[config.mk]
export PLATFORM = sky130hd
export DESIGN_NAME = axi_lite_sub_regs_flat
export DESIGN_NICKNAME = d
export VERILOG_FILES = /design/src/rtl/axi_lite_pkg.sv /design/src/rtl/axi_lite_if.sv /design/src/rtl/axi_lite_regfile.sv /design/src/rtl/axi_lite_sub_regs.sv /design/src/flat_wrapper.sv
export SDC_FILE = /design/constraint.sdc
export NUM_CORES = 1
export LEC_CHECK = 0
export CELL_PAD_IN_SITES_DETAIL_PLACEMENT = 1
export CELL_PAD_IN_SITES_GLOBAL_PLACEMENT = 1
export CORE_MARGIN = 2
export CORE_UTILIZATION = 35
export CTS_CLUSTER_DIAMETER = 100
export DETAILED_ROUTE_END_ITERATION = 12
export PLACE_DENSITY = 0.71
export SYNTH_ARGS = -nofsm -noshare
export SYNTH_HDL_FRONTEND = slang
export SYNTH_HIERARCHICAL = 1
export SYNTH_SLANG_ARGS = --single-unit
[constraint.sdc]
create_clock -name clk_i -period 13 [get_ports clk_i]
set_input_delay 1.95 -clock clk_i [delete_from_list [all_inputs] [get_ports clk_i]]
set_output_delay 1.95 -clock clk_i [all_outputs]
set_load 0.02 [all_outputs]
[src/rtl/axi_lite_pkg.sv]
// ---------------------------------------------------------------------------
// axi_lite_pkg
// Shared definitions for the AXI-Lite subordinate register file:
//   RESP_OKAY / RESP_SLVERR  - B/R response codes
//   sub_wr_state_t           - write-channel FSM states
//   sub_rd_state_t           - read-channel FSM states
//   sub_dbg_t                - FSM state and holding flags for debug visibility
//   strb_merge()             - byte-lane merge of a new word into an old word
// ---------------------------------------------------------------------------
package axi_lite_pkg;

  localparam logic [1:0] RESP_OKAY   = 2'b00;
  localparam logic [1:0] RESP_SLVERR = 2'b10;

  typedef enum logic [1:0] {W_IDLE, W_EXEC, W_RESP} sub_wr_state_t;
  typedef enum logic {R_IDLE, R_RESP} sub_rd_state_t;

  typedef struct packed {
    sub_wr_state_t wr_state;
    sub_rd_state_t rd_state;
    logic          aw_held;
    logic          w_held;
  } sub_dbg_t;

  // Operates on the widest supported word (64 bits / 8 lanes); narrower
  // callers zero-extend their operands and keep the low bits of the result.
  function automatic logic [63:0] strb_merge(input logic [63:0] old_word,
                                             input logic [63:0] new_word,
                                             input logic [7:0]  strb);
    logic [63:0] res;
    for (int b = 0; b < 8; b++) begin
      res[b*8 +: 8] = strb[b] ? new_word[b*8 +: 8] : old_word[b*8 +: 8];
    end
    return res;
  endfunction

endpackage

[src/rtl/axi_lite_if.sv]
// ---------------------------------------------------------------------------
// AXI_LITE
// AXI-Lite bus bundle (AW/W/B/AR/R channels) with Master and Slave modports.
// Parameters: AXI_ADDR_WIDTH (byte address width), AXI_DATA_WIDTH (32/64).
// ---------------------------------------------------------------------------
interface AXI_LITE #(
  parameter int AXI_ADDR_WIDTH = 16,
  parameter int AXI_DATA_WIDTH = 32
);
  logic [AXI_ADDR_WIDTH-1:0]   aw_addr;
  logic [2:0]                  aw_prot;
  logic                        aw_valid;
  logic                        aw_ready;
  logic [AXI_DATA_WIDTH-1:0]   w_data;
  logic [AXI_DATA_WIDTH/8-1:0] w_strb;
  logic                        w_valid;
  logic                        w_ready;
  logic [1:0]                  b_resp;
  logic                        b_valid;
  logic                        b_ready;
  logic [AXI_ADDR_WIDTH-1:0]   ar_addr;
  logic [2:0]                  ar_prot;
  logic                        ar_valid;
  logic                        ar_ready;
  logic [AXI_DATA_WIDTH-1:0]   r_data;
  logic [1:0]                  r_resp;
  logic                        r_valid;
  logic                        r_ready;

  modport Master (
    output aw_addr, aw_prot, aw_valid, w_data, w_strb, w_valid, b_ready,
           ar_addr, ar_prot, ar_valid, r_ready,
    input  aw_ready, w_ready, b_resp, b_valid, ar_ready, r_data, r_resp, r_valid
  );

  modport Slave (
    input  aw_addr, aw_prot, aw_valid, w_data, w_strb, w_valid, b_ready,
           ar_addr, ar_prot, ar_valid, r_ready,
    output aw_ready, w_ready, b_resp, b_valid, ar_ready, r_data, r_resp, r_valid
  );
endinterface

[src/rtl/axi_lite_regfile.sv]
// ---------------------------------------------------------------------------
// axi_lite_regfile
// NUM_REGS x DW register storage with one strobed write port and one
// combinational read port.
//   clk_i, rst_i  clock, asynchronous active-high reset (regs -> RESET_VAL)
//   we, idx       write enable and target register index
//   wdata, wstrb  write data and per-byte lane enables
//   rd_idx        read index; rd_data returns regs[rd_idx] (current contents)
//   regs_o        flattened register contents, register i at [i*DW +: DW]
//   wr_pulse_o    one-hot strobe, high for the cycle after a write edge
// ---------------------------------------------------------------------------
module axi_lite_regfile
  import axi_lite_pkg::*;
#(
  parameter int            DW        = 32,
  parameter int            NUM_REGS  = 8,
  parameter int            IDX_W     = $clog2(NUM_REGS),
  parameter logic [DW-1:0] RESET_VAL = '0
) (
  input  logic                   clk_i,
  input  logic                   rst_i,
  input  logic                   we,
  input  logic [IDX_W-1:0]       idx,
  input  logic [DW-1:0]          wdata,
  input  logic [DW/8-1:0]        wstrb,
  input  logic [IDX_W-1:0]       rd_idx,
  output logic [DW-1:0]          rd_data,
  output logic [NUM_REGS*DW-1:0] regs_o,
  output logic [NUM_REGS-1:0]    wr_pulse_o
);

  logic [DW-1:0] regs_q [NUM_REGS];
  logic [63:0]   merged_wide;
  logic [DW-1:0] merged;
  logic          unused_merge_hi;

  always_comb begin
    merged_wide = strb_merge(64'(regs_q[idx]), 64'(wdata), 8'(wstrb));
    merged      = merged_wide[DW-1:0];
  end
  // Upper lanes of the 64-bit merge are don't-care when DW is 32.
  assign unused_merge_hi = ^merged_wide;

  always_ff @(posedge clk_i or posedge rst_i) begin
    if (rst_i) begin
      for (int i = 0; i < NUM_REGS; i++) regs_q[i] <= RESET_VAL;
      wr_pulse_o <= '0;
    end else begin
      wr_pulse_o <= '0;
      if (we) begin
        regs_q[idx]     <= merged;
        wr_pulse_o[idx] <= 1'b1;
      end
    end
  end

  assign rd_data = regs_q[rd_idx];

  for (genvar g = 0; g < NUM_REGS; g++) begin : g_flat
    assign regs_o[g*DW +: DW] = regs_q[g];
  end

endmodule

[src/rtl/axi_lite_sub_regs.sv]
// ---------------------------------------------------------------------------
// axi_lite_sub_regs
// AXI-Lite subordinate mapping single-beat reads/writes onto NUM_REGS word
// registers. Write and read channels are independent, one transaction each.
//   clk_i       clock
//   rst_i       asynchronous active-high reset; aborts transactions silently
//   pp_if       AXI_LITE.Slave (aw_prot / ar_prot ignored)
//   regs_o      register contents, register i at [i*DW +: DW]
//   wr_pulse_o  one-cycle strobe per register write
//   dbg_o       FSM states and AW/W holding flags
//
// Handshakes: a transfer happens on a rising edge where valid && ready. Valid
// sources hold payload stable until that edge; ready never depends on valid.
// Out-of-range addresses (any bit above the register index set) answer
// SLVERR; reads of them return zero.
// ---------------------------------------------------------------------------
module axi_lite_sub_regs
  import axi_lite_pkg::*;
#(
  parameter int                        AXI_ADDR_WIDTH = 16,
  parameter int                        AXI_DATA_WIDTH = 32,
  parameter int                        NUM_REGS       = 8,
  parameter logic [AXI_DATA_WIDTH-1:0] RESET_VAL      = '0
) (
  input  logic                               clk_i,
  input  logic                               rst_i,
  AXI_LITE.Slave                             pp_if,
  output logic [NUM_REGS*AXI_DATA_WIDTH-1:0] regs_o,
  output logic [NUM_REGS-1:0]                wr_pulse_o,
  output sub_dbg_t                           dbg_o
);

  localparam int AW       = AXI_ADDR_WIDTH;
  localparam int DW       = AXI_DATA_WIDTH;
  localparam int BYTE_LSB = $clog2(DW / 8);
  localparam int IDX_W    = $clog2(NUM_REGS);

  function automatic logic in_range(input logic [AW-1:0] a);
    return (a >> (BYTE_LSB + IDX_W)) == '0;
  endfunction

  // ---------------- write channel ----------------
  sub_wr_state_t   wr_state, wr_next;
  logic            aw_held, w_held;
  logic [AW-1:0]   aw_addr_q;
  logic [DW-1:0]   w_data_q;
  logic [DW/8-1:0] w_strb_q;
  logic            b_valid_q;
  logic [1:0]      b_resp_q;
  logic            aw_ready, w_ready, reg_we, wr_in_range;

  assign wr_in_range = in_range(aw_addr_q);

  always_comb begin
    wr_next  = wr_state;
    aw_ready = 1'b0;
    w_ready  = 1'b0;
    reg_we   = 1'b0;
    case (wr_state)
      W_IDLE: begin
        aw_ready = ~aw_held & ~rst_i;
        w_ready  = ~w_held & ~rst_i;
        // Same-cycle handshakes count as held for the transition.
        if ((aw_held | (pp_if.aw_valid & aw_ready)) &&
            (w_held  | (pp_if.w_valid  & w_ready)))
          wr_next = W_EXEC;
      end
      W_EXEC: begin
        reg_we  = wr_in_range;
        wr_next = W_RESP;
      end
      W_RESP: if (pp_if.b_ready) wr_next = W_IDLE;
      default: wr_next = W_IDLE;
    endcase
  end

  always_ff @(posedge clk_i or posedge rst_i) begin
    if (rst_i) begin
      wr_state  <= W_IDLE;
      aw_held   <= 1'b0;
      w_held    <= 1'b0;
      aw_addr_q <= '0;
      w_data_q  <= '0;
      w_strb_q  <= '0;
      b_valid_q <= 1'b0;
      b_resp_q  <= RESP_OKAY;
    end else begin
      wr_state <= wr_next;
      case (wr_state)
        W_IDLE: begin
          if (pp_if.aw_valid && aw_ready) begin
            aw_addr_q <= pp_if.aw_addr;
            aw_held   <= 1'b1;
          end
          if (pp_if.w_valid && w_ready) begin
            w_data_q <= pp_if.w_data;
            w_strb_q <= pp_if.w_strb;
            w_held   <= 1'b1;
          end
        end
        W_EXEC: begin
          b_valid_q <= 1'b1;
          b_resp_q  <= wr_in_range ? RESP_OKAY : RESP_SLVERR;
        end
        W_RESP: begin
          if (pp_if.b_ready) begin
            b_valid_q <= 1'b0;
            aw_held   <= 1'b0;
            w_held    <= 1'b0;
          end
        end
        default: ;
      endcase
    end
  end

  // ---------------- read channel ----------------
  sub_rd_state_t rd_state, rd_next;
  logic          ar_ready;
  logic          r_valid_q;
  logic [1:0]    r_resp_q;
  logic [DW-1:0] r_data_q;
  logic [DW-1:0] rd_data;

  always_comb begin
    rd_next  = rd_state;
    ar_ready = 1'b0;
    case (rd_state)
      R_IDLE: begin
        ar_ready = ~rst_i;
        if (pp_if.ar_valid) rd_next = R_RESP;
      end
      R_RESP: if (pp_if.r_ready) rd_next = R_IDLE;
      default: rd_next = R_IDLE;
    endcase
  end

  // rd_data reflects register contents before any write committing on the
  // same edge, so a colliding read returns the old value.
  always_ff @(posedge clk_i or posedge rst_i) begin
    if (rst_i) begin
      rd_state  <= R_IDLE;
      r_valid_q <= 1'b0;
      r_resp_q  <= RESP_OKAY;
      r_data_q  <= '0;
    end else begin
      rd_state <= rd_next;
      case (rd_state)
        R_IDLE: begin
          if (pp_if.ar_valid) begin
            r_data_q  <= in_range(pp_if.ar_addr) ? rd_data : '0;
            r_resp_q  <= in_range(pp_if.ar_addr) ? RESP_OKAY : RESP_SLVERR;
            r_valid_q <= 1'b1;
          end
        end
        R_RESP: if (pp_if.r_ready) r_valid_q <= 1'b0;
        default: ;
      endcase
    end
  end

  // ---------------- storage ----------------
  axi_lite_regfile #(
    .DW        (DW),
    .NUM_REGS  (NUM_REGS),
    .IDX_W     (IDX_W),
    .RESET_VAL (RESET_VAL)
  ) u_regfile (
    .clk_i      (clk_i),
    .rst_i      (rst_i),
    .we         (reg_we),
    .idx        (aw_addr_q[BYTE_LSB +: IDX_W]),
    .wdata      (w_data_q),
    .wstrb      (w_strb_q),
    .rd_idx     (pp_if.ar_addr[BYTE_LSB +: IDX_W]),
    .rd_data    (rd_data),
    .regs_o     (regs_o),
    .wr_pulse_o (wr_pulse_o)
  );

  // ---------------- bus outputs ----------------
  assign pp_if.aw_ready = aw_ready;
  assign pp_if.w_ready  = w_ready;
  assign pp_if.b_valid  = b_valid_q;
  assign pp_if.b_resp   = b_resp_q;
  assign pp_if.ar_ready = ar_ready;
  assign pp_if.r_valid  = r_valid_q;
  assign pp_if.r_resp   = r_resp_q;
  assign pp_if.r_data   = r_data_q;

  always_comb begin
    dbg_o          = '0;
    dbg_o.wr_state = wr_state;
    dbg_o.rd_state = rd_state;
    dbg_o.aw_held  = aw_held;
    dbg_o.w_held   = w_held;
  end

  // Protection attributes carry no meaning for this register file.
  logic unused_prot;
  assign unused_prot = ^{pp_if.aw_prot, pp_if.ar_prot};

endmodule

[src/flat_wrapper.sv]
// flat-port wrapper written by rule: the top's interface ports become plain ports
module axi_lite_sub_regs_flat import axi_lite_pkg::*;
#(
  parameter int                        AXI_ADDR_WIDTH = 16,
  parameter int                        AXI_DATA_WIDTH = 32,
  parameter int                        NUM_REGS       = 8,
  parameter logic [AXI_DATA_WIDTH-1:0] RESET_VAL      = '0
)
  (clk_i, rst_i, regs_o, wr_pulse_o, dbg_o, pp_if_aw_addr, pp_if_aw_prot, pp_if_aw_valid, pp_if_w_data, pp_if_w_strb, pp_if_w_valid, pp_if_b_ready, pp_if_ar_addr, pp_if_ar_prot, pp_if_ar_valid, pp_if_r_ready, pp_if_aw_ready, pp_if_w_ready, pp_if_b_resp, pp_if_b_valid, pp_if_ar_ready, pp_if_r_data, pp_if_r_resp, pp_if_r_valid);
  AXI_LITE #(.AXI_ADDR_WIDTH(AXI_ADDR_WIDTH), .AXI_DATA_WIDTH(AXI_DATA_WIDTH)) pp_if_i ();
  input  logic clk_i;
  input  logic rst_i;
  output logic [NUM_REGS*AXI_DATA_WIDTH-1:0] regs_o;
  output logic [NUM_REGS-1:0] wr_pulse_o;
  output sub_dbg_t dbg_o;
  input wire logic [$bits(pp_if_i.aw_addr)-1:0] pp_if_aw_addr;
  input wire logic [$bits(pp_if_i.aw_prot)-1:0] pp_if_aw_prot;
  input wire logic [$bits(pp_if_i.aw_valid)-1:0] pp_if_aw_valid;
  input wire logic [$bits(pp_if_i.w_data)-1:0] pp_if_w_data;
  input wire logic [$bits(pp_if_i.w_strb)-1:0] pp_if_w_strb;
  input wire logic [$bits(pp_if_i.w_valid)-1:0] pp_if_w_valid;
  input wire logic [$bits(pp_if_i.b_ready)-1:0] pp_if_b_ready;
  input wire logic [$bits(pp_if_i.ar_addr)-1:0] pp_if_ar_addr;
  input wire logic [$bits(pp_if_i.ar_prot)-1:0] pp_if_ar_prot;
  input wire logic [$bits(pp_if_i.ar_valid)-1:0] pp_if_ar_valid;
  input wire logic [$bits(pp_if_i.r_ready)-1:0] pp_if_r_ready;
  output wire logic [$bits(pp_if_i.aw_ready)-1:0] pp_if_aw_ready;
  output wire logic [$bits(pp_if_i.w_ready)-1:0] pp_if_w_ready;
  output wire logic [$bits(pp_if_i.b_resp)-1:0] pp_if_b_resp;
  output wire logic [$bits(pp_if_i.b_valid)-1:0] pp_if_b_valid;
  output wire logic [$bits(pp_if_i.ar_ready)-1:0] pp_if_ar_ready;
  output wire logic [$bits(pp_if_i.r_data)-1:0] pp_if_r_data;
  output wire logic [$bits(pp_if_i.r_resp)-1:0] pp_if_r_resp;
  output wire logic [$bits(pp_if_i.r_valid)-1:0] pp_if_r_valid;
  assign pp_if_i.aw_addr = pp_if_aw_addr;
  assign pp_if_i.aw_prot = pp_if_aw_prot;
  assign pp_if_i.aw_valid = pp_if_aw_valid;
  assign pp_if_i.w_data = pp_if_w_data;
  assign pp_if_i.w_strb = pp_if_w_strb;
  assign pp_if_i.w_valid = pp_if_w_valid;
  assign pp_if_i.b_ready = pp_if_b_ready;
  assign pp_if_i.ar_addr = pp_if_ar_addr;
  assign pp_if_i.ar_prot = pp_if_ar_prot;
  assign pp_if_i.ar_valid = pp_if_ar_valid;
  assign pp_if_i.r_ready = pp_if_r_ready;
  assign pp_if_aw_ready = pp_if_i.aw_ready;
  assign pp_if_w_ready = pp_if_i.w_ready;
  assign pp_if_b_resp = pp_if_i.b_resp;
  assign pp_if_b_valid = pp_if_i.b_valid;
  assign pp_if_ar_ready = pp_if_i.ar_ready;
  assign pp_if_r_data = pp_if_i.r_data;
  assign pp_if_r_resp = pp_if_i.r_resp;
  assign pp_if_r_valid = pp_if_i.r_valid;
  axi_lite_sub_regs #(.AXI_ADDR_WIDTH(AXI_ADDR_WIDTH), .AXI_DATA_WIDTH(AXI_DATA_WIDTH), .NUM_REGS(NUM_REGS), .RESET_VAL(RESET_VAL)) u_core (.clk_i(clk_i), .rst_i(rst_i), .pp_if(pp_if_i), .regs_o(regs_o), .wr_pulse_o(wr_pulse_o), .dbg_o(dbg_o));
endmodule
==> impl_metrics.xml <==
<?xml version="1.0" encoding="UTF-8"?>
<metrics>
  <group name="status">
    <metric name="status" unit="">finished clean</metric>
  </group>
  <group name="synth">
    <metric name="yosys_most_used_dff" unit="">dfrtp_1</metric>
    <metric name="post-synth-top-area-cell" unit="">dfrtp_1</metric>
    <metric name="synth.distinct_cells" unit="">63</metric>
    <metric name="synth.cells.most_frequent" unit="">dfrtp_1, nand2_1, a21oi_1</metric>
    <metric name="proportion_of_register_bits_with_asynchronous_set_or_reset_after_synthesis" unit="%">100</metric>
    <metric name="yosysWarnings" unit="">6</metric>
    <metric name="synth.top_cell.area_share" unit="%">48.2</metric>
    <metric name="sequential_cell_area_fraction_in_the_yosys_report" unit="%">48.2</metric>
    <metric name="synthesis.area_per_instance" unit="um^2">10.6</metric>
    <metric name="synthesis.instances" unit="">1747</metric>
    <metric name="yosys-top-cells-area" unit="">dfrtp_1, mux4_2, mux2_2</metric>
    <metric name="synth_edf_count" unit="">0</metric>
    <metric name="yosys.cell_count.top_type" unit="">dfrtp_1</metric>
    <metric name="synth.ff_latch_count" unit="">355</metric>
    <metric name="synth.cell_area" unit="um^2">18400</metric>
  </group>
  <group name="place">
    <metric name="dpl_cell_area" unit="um^2">22500</metric>
    <metric name="globalplace.congestion" unit="">0.824</metric>
    <metric name="portBuffers" unit="">378</metric>
    <metric name="dp.final_hpwl" unit="mm">48.7</metric>
  </group>
  <group name="sta">
    <metric name="fin_skew" unit="ns">0.0261</metric>
    <metric name="setup_repair_after_global_routing_missed_its_margin" unit="">false</metric>
    <metric name="max_slew_margin" unit="%">9.64</metric>
    <metric name="finalHoldViolCount" unit="">0</metric>
    <metric name="fin_setup_tns" unit="ns">0</metric>
    <metric name="worst_pin_slew" unit="ns">1.35</metric>
    <metric name="layout_worst_path_cycle_share" unit="%">41.3</metric>
    <metric name="final-setup-viol-count" unit="">0</metric>
    <metric name="fmax" unit="MHz">186</metric>
    <metric name="period_needed" unit="ns">5.37</metric>
    <metric name="final-max-slew-violation-count" unit="">0</metric>
  </group>
  <group name="die">
    <metric name="core.rowCount" unit="">84</metric>
    <metric name="dieHeight" unit="um">234</metric>
    <metric name="die_area" unit="um^2">54600</metric>
    <metric name="ioPinCount" unit="">391</metric>
    <metric name="floorplan.initialDensity" unit="%">35.2</metric>
    <metric name="design.core.area" unit="um^2">52300</metric>
    <metric name="die_w" unit="um">234</metric>
  </group>
  <group name="clock_tree">
    <metric name="cts_tree" unit="">yes</metric>
    <metric name="cts_max_path_buffers" unit="">3</metric>
    <metric name="cts-buffers-inserted" unit="">43</metric>
    <metric name="h-tree-depth" unit="">2</metric>
    <metric name="clkSinkCount" unit="">355</metric>
    <metric name="clk_pin_slew" unit="ns">0.05</metric>
    <metric name="total_of_hold_buffers_inserted_after_clock_tree_synthesis" unit="">0</metric>
    <metric name="clock_tree.root_cell" unit="">clkbuf_16</metric>
    <metric name="clkLatencyLatePin" unit="ns">0.58</metric>
    <metric name="cts-resized-gates" unit="">0</metric>
    <metric name="cts.repair_timing.setup_buffer_count" unit="">0</metric>
  </group>
  <group name="global_route">
    <metric name="grt_pass1_wl" unit="mm">113</metric>
    <metric name="grt.overflow.total" unit="">0</metric>
    <metric name="vias_in_the_first_global_route" unit="">17387</metric>
    <metric name="grt.met3_usage" unit="%">5.54</metric>
    <metric name="globalRoute.busiestLayer" unit="">met2</metric>
    <metric name="grtUsageTotal" unit="%">27.7</metric>
    <metric name="pin_count_of_the_biggest_net_entering_global_routing" unit="">130</metric>
    <metric name="grt_util_met2" unit="%">44.4</metric>
    <metric name="grt_antenna_before_repair" unit="">2</metric>
    <metric name="global_route.usage.met1" unit="%">36.9</metric>
  </group>
  <group name="setup_path">
    <metric name="crit_buf_inv" unit="">3</metric>
    <metric name="reg2reg_to" unit="">u_core/u_regfile/regs_o[55]$_DFFE_PP0P_</metric>
    <metric name="r2r_start" unit="">u_core/aw_addr_q[2]$_DFFE_PP0P_</metric>
    <metric name="r2r_cells" unit="">5</metric>
    <metric name="cp_max_fo" unit="">7</metric>
    <metric name="critical_path_class" unit="">in2out</metric>
    <metric name="timing.reg2reg.setup_slack" unit="ns">8.12</metric>
    <metric name="setup.worst_path.end_class" unit="">output pin</metric>
    <metric name="series_of_cell_instances_along_the_critical_path" unit="">clkdlybuf4s50_1, buf_4, nor3_1, clkdlybuf4s50_1</metric>
    <metric name="worst_path_dominant_cell_family" unit="">buffers and inverters</metric>
    <metric name="number_of_gates_on_the_worst_path_with_buffers_counted" unit="">4</metric>
    <metric name="critPathSlowestCell" unit="">clkdlybuf4s50_1</metric>
    <metric name="worst-endpoint-required" unit="ns">11.05</metric>
    <metric name="timing.critical_path.arrival" unit="ns">3.42</metric>
    <metric name="path_common_cell" unit="">clkdlybuf4s50_1</metric>
    <metric name="timing.critical_path.from_type" unit="">primary input</metric>
    <metric name="critical-path-max-stage-delay" unit="ns">0.64</metric>
  </group>
  <group name="hold_path">
    <metric name="holdCritPathClass" unit="">reg2reg</metric>
    <metric name="min_delay_path_depth" unit="">1</metric>
    <metric name="timing.hold.worst.start" unit="">u_core/pp_if.r_data[26]$_DFFE_PP0P_</metric>
    <metric name="hold_end" unit="">u_core/pp_if.r_data[26]$_DFFE_PP0P_</metric>
  </group>
  <group name="finish">
    <metric name="post_route_cells_drive_above_1_share" unit="%">15.6</metric>
    <metric name="multiInputGateArea" unit="um^2">8700</metric>
    <metric name="area_growth_syn_to_fin" unit="%">29.5</metric>
    <metric name="post-route-cell-area" unit="um^2">23900</metric>
    <metric name="finalNetCount" unit="">2119</metric>
    <metric name="nFillCells" unit="">5678</metric>
    <metric name="final-seq-area" unit="um^2">8890</metric>
  </group>
  <group name="flow_run">
    <metric name="drv.max_cap_violation_count" unit="">0</metric>
  </group>
  <group name="drt">
    <metric name="initialDrtViolationCount" unit="">1312</metric>
    <metric name="avg_vias_per_cell" unit="">5.98</metric>
    <metric name="routedWlPerCell" unit="um">27.7</metric>
    <metric name="route.vias.total" unit="">16511</metric>
    <metric name="drt_drc_violations_left" unit="">0</metric>
    <metric name="antenna_left" unit="">0</metric>
    <metric name="wl" unit="mm">76.5</metric>
    <metric name="detailedRoute.firstPassIterationCount" unit="">5</metric>
  </group>
  <group name="pwr">
    <metric name="total_power" unit="mW">3.75</metric>
    <metric name="vdd_ir_drop_max" unit="mV">0.100</metric>
    <metric name="total_power_density_per_cell_area" unit="nW/um^2">157</metric>
    <metric name="total_leakage_power" unit="nW">9.78</metric>
  </group>
</metrics>
layout make-up:
class,count,share of cell area (%)
clock inverter,14,0.388
clock buffer,63,5.37
inverter,18,0.325
sequential,355,37.2
antenna,1,0.0105
tap,688,3.60
timing repair buffer,405,16.6
multi-input combinational,1215,36.4
sequential cells by signal (all words and copies together), names as in the netlist:
| name | flops |
|---|---|
| u_core/w_strb_q | 4 |
| u_core/aw_held | 1 |
| u_core/pp_if.r_resp | 1 |
| u_core/pp_if.r_data | 32 |
| u_core/pp_if.b_resp | 1 |
| u_core/wr_state | 2 |
| u_core/u_regfile/wr_pulse_o | 8 |
| u_core/w_data_q | 32 |
| u_core/pp_if.b_valid | 1 |
| u_core/u_regfile/regs_o | 256 |
| u_core/pp_if.r_valid | 1 |
| u_core/aw_addr_q | 14 |
| u_core/w_held | 1 |
| u_core/rd_state | 1 |
worst max-delay path by stage:
stage | from | to | slack [ns]
6_report | rst_i | pp_if_aw_ready | 7.63
5_1_grt | rst_i | pp_if_aw_ready | 7.59
4_1_cts | rst_i | pp_if_aw_ready | 7.62
3_5_place_dp | rst_i | pp_if_aw_ready | 7.64
3_3_place_gp | rst_i | pp_if_aw_ready | 7.66
2_1_floorplan | rst_i | u_core/u_regfile/regs_o[0]$_DFFE_PP0P_ | 3.78
routing by layer:
layer  routed length (um)  vias up
li1                     -     7035
met1                32400     8632
met2                35900      680
met3                 5530      164
met4                 2600        0
met5                    0        -
stage by stage:
step | instances | setup WS, ns | hold WS (ns) | utilization, %
5_1_grt | 2759 | 7.59 | 0.516 | 45.6
6_report | 2759 | 7.63 | 0.506 | 45.6
2_1_floorplan | 1748 | 3.78 | 0.475 | -
3_5_place_dp | 2681 | 7.64 | 0.497 | 43.0
4_1_cts | 2758 | 7.62 | 0.510 | 45.6
3_3_place_gp | 2681 | 7.66 | 0.491 | 43.0
cells by family (layout without fill, tap and decap cells):
group,Yosys count,in the layout,share of synthesized area [%]
AO/OA/AOI/OAI,592,592,20.5
flip-flops,355,355,48.2
multiplexers,212,212,16.6
AND/OR/NAND/NOR,409,409,9.82
buffers and inverters,178,500,4.90
other,1,3,0.0203
placed cells by master, fill, tap and decap left out, drive strengths merged, types with 8 or more instances in the layout:
cell,Yosys,layout
mux4,64,64
clkbuf,68,63
a31oi,25,25
nor2,74,74
mux2,104,104
o21ai,196,196
clkdlybuf4s50,0,375
a22o,54,54
nand2,240,240
nand3,13,13
clkinv,3,14
buf,92,30
nor2b,31,31
a221o,18,18
a21oi,157,157
o2bb2ai,18,18
o31ai,61,61
and3,8,8
mux2i,44,44
inv,15,18
dfrtp,355,355
a211oi,33,33
nand2b,8,8
power breakdown:
| group | total (mW) | switching, mW | internal, mW |
|---|---|---|---|
| clock network | 1.18 | 0.493 | 0.684 |
| logic | 1.17 | 0.785 | 0.387 |
| registers | 1.40 | 0.179 | 1.22 |
Note: power is estimated with default switching activity, not from simulation.
==> RTL change (same settings) <==
`AXI_DATA_WIDTH` is set to 32 in 3 places; all go to 64. Comments in the files are not updated.
--- a/src/rtl/axi_lite_if.sv
+++ b/src/rtl/axi_lite_if.sv
@@ -7,3 +7,3 @@
   parameter int AXI_ADDR_WIDTH = 16,
-  parameter int AXI_DATA_WIDTH = 32
+  parameter int AXI_DATA_WIDTH = 64
 );
--- a/src/rtl/axi_lite_sub_regs.sv
+++ b/src/rtl/axi_lite_sub_regs.sv
@@ -20,3 +20,3 @@
   parameter int                        AXI_ADDR_WIDTH = 16,
-  parameter int                        AXI_DATA_WIDTH = 32,
+  parameter int                        AXI_DATA_WIDTH = 64,
   parameter int                        NUM_REGS       = 8,
--- a/src/flat_wrapper.sv
+++ b/src/flat_wrapper.sv
@@ -4,3 +4,3 @@
   parameter int                        AXI_ADDR_WIDTH = 16,
-  parameter int                        AXI_DATA_WIDTH = 32,
+  parameter int                        AXI_DATA_WIDTH = 64,
   parameter int                        NUM_REGS       = 8,
Ports: changed (resized pp_if_r_data, pp_if_w_data, pp_if_w_strb and regs_o); port bits go from 391 to 715. The function was not compared with the original's and may differ.
==> RTL change against the original RTL <==
Worst setup slack got worse by 400 ps. Clock power increased by 95%. Routed wire length increased by 110%. Sequential cell count increased by 323. Global-route usage increased by 2.2 points. Die area increased by 91%. Synthesized cell count increased by 89%. Power increased by 99%. Area after synthesis increased by 93%. Sequential power increased by 89%. Fmax decreased by 6.9%. Cell count increased by 90%. Design area increased by 92%. Highest routed layer is now met5.
==> RTL change: results (changes against the original RTL) <==
metric	value	unit	change
Rel. slew slack	0.226		was 0.0964
M1 wire length	64.4	mm	was 32.4 mm
# H-tree levels	3		was 2
gpl congestion	0.841		was 0.824
peak supply drop	88.0	µV	was 100 µV
status	finished clean		unchanged
dpl hpwl	103	mm	was 48.7 mm
GRT Total Usage	0.300		was 0.277
Clock Latency Late Sink	640	ps	was 580 ps
routed wl met3	12.5	mm	was 5.53 mm
Crit Path Max Fanout	5		was 7
Worst Skew	17.3	ps	was 26.1 ps
max reg flops	512		was 256
LEAKAGE	0.0191	µW	was 0.00978 µW
Detailed Route Iter0 Violations	2386		was 1,312
Clock Tree Root	clkbuf_16		unchanged
gr ovfl total	0		unchanged
arrival time at the worst endpoint	3820	ps	was 3420 ps
Clock Tree Buf Depth	3		unchanged
Final nets	3949		was 2,119
postcts setup bufs	0		unchanged
number of buffers added on ports	700		was 378
slowest cell delay on critical path	700	ps	was 640 ps
layout cells sized above 1	0.150		was 0.156
synth warn	6		unchanged
DR top layer	met5		was met4
DR WL/cell	30.1	µm	was 27.7 µm
Synth cell types	68		was 63
Clock transition at path regs	50	ps	about the same
top cells by area, synth	dfrtp_1, mux4_2, nand2_1		was dfrtp_1, mux4_2, mux2_2
largest net degree at the start of global routing	157		was 130
first-pass GRT wire length	231	mm	was 113 mm
CTS buffer count	81		was 43
Setup WS pre-CTS	7220	ps	was 7640 ps
DR pass1 iterations	5		unchanged
commonest cells in the netlist	dfrtp_1, nand2_1, o21ai_0		was dfrtp_1, nand2_1, a21oi_1
initial antenna violation count	10		was 2
vias in the first global route	32800		was 17,400
DP Area	43400	µm²	was 22,500 µm²
crit path max-delay cell type	clkdlybuf4s50_1		unchanged
via count	31300		was 16,500
sequential area share after synthesis	0.477		was 0.482
Met2 Wirelength	75.4	mm	was 35.9 mm
Fill cells	10900		was 5,678
[RTL change: changes by cell type in the layout (fill, tap and decap cells not counted), sizes merged, moves of 33 or more]
cell           unedited run  this run
clkdlybuf4s50           375       697
dfrtp                   355       678
o21ai                   196       303
mux2i                    44        77
mux2                    104       202
a22o                     54       104
o31ai                    61       212
nand2                   240       520
nor2                     74       130
clkbuf                   63       119
a21oi                   157       216
mux4                     64       129
[RTL change: report_power, final]
| part | switching [µW] | internal (µW) | leakage (µW) |
|---|---|---|---|
| Sequential | 334 | 2320 | 0.00926 |
| Combinational | 1670 | 853 | 0.00854 |
| Clock | 948 | 1350 | 0.00128 |
| Total | 2960 | 4520 | 0.0191 |
[RTL change: cells by family (layout without fill, tap and decap cells)]
kind of cell / after synthesis / count (layout) / synth area share
muxes: 408 / 408 / 0.175
DFF: 678 / 678 / 0.477
AOI/OAI and AO/OA: 1061 / 1061 / 0.202
and+or+nand+nor: 821 / 821 / 0.102
buffers and inverters: 333 / 921 / 0.0434
other: 1 / 8 / 0.000106
[RTL change: cell type report]
type | instances | area [µm²] | share of cell area
multi-input combinational | 2292 | 17100 | 0.373
sequential | 678 | 17000 | 0.369
timing repair buffer | 751 | 7420 | 0.161
clock buffer | 119 | 2350 | 0.0511
tap | 1357 | 1700 | 0.0369
clock inverter | 23 | 270 | 0.00588
inverter | 28 | 118 | 0.00256
antenna | 6 | 15.0 | 0.000326
[RTL change: stage by stage]
| stage | instances | utilization | total power [µW] |
|---|---|---|---|
| finish | 5254 | 0.458 | 7480 |
| global route | 5252 | 0.458 | 7760 |
| CTS | 5248 | 0.458 | 7490 |
| detailed placement | 5106 | 0.432 | 5170 |
| global placement | 5106 | 0.432 | 5130 |
| floorplan | 3303 | - | 4220 |
[RTL change: worst paths after layout]
kind | from | end | slack [ps] | cells past startpoint
max reg2reg | u_core/aw_addr_q[5]$_DFFE_PP0P_ | u_core/u_regfile/regs_o[390]$_DFFE_PP0P_ | 8580 | 6
min reg2reg | u_core/pp_if.r_data[52]$_DFFE_PP0P_ | u_core/pp_if.r_data[52]$_DFFE_PP0P_ | 500 | 1
max | rst_i | pp_if_w_ready | 7230 | 3
min in group asynchronous | rst_i | u_core/pp_if.r_data[19]$_DFFE_PP0P_ | 2140 | 2
max in group asynchronous | rst_i | u_core/u_regfile/regs_o[355]$_DFFE_PP0P_ | 8320 | 5
min | u_core/pp_if.r_data[52]$_DFFE_PP0P_ | u_core/pp_if.r_data[52]$_DFFE_PP0P_ | 500 | 1
[RTL change: per-layer routing]
metal	GRT usage	vias up
met3	0.0708	275
met5	0	-
met1	0.384	16400
li1	-	13300
met4	0.118	2
met2	0.489	1252
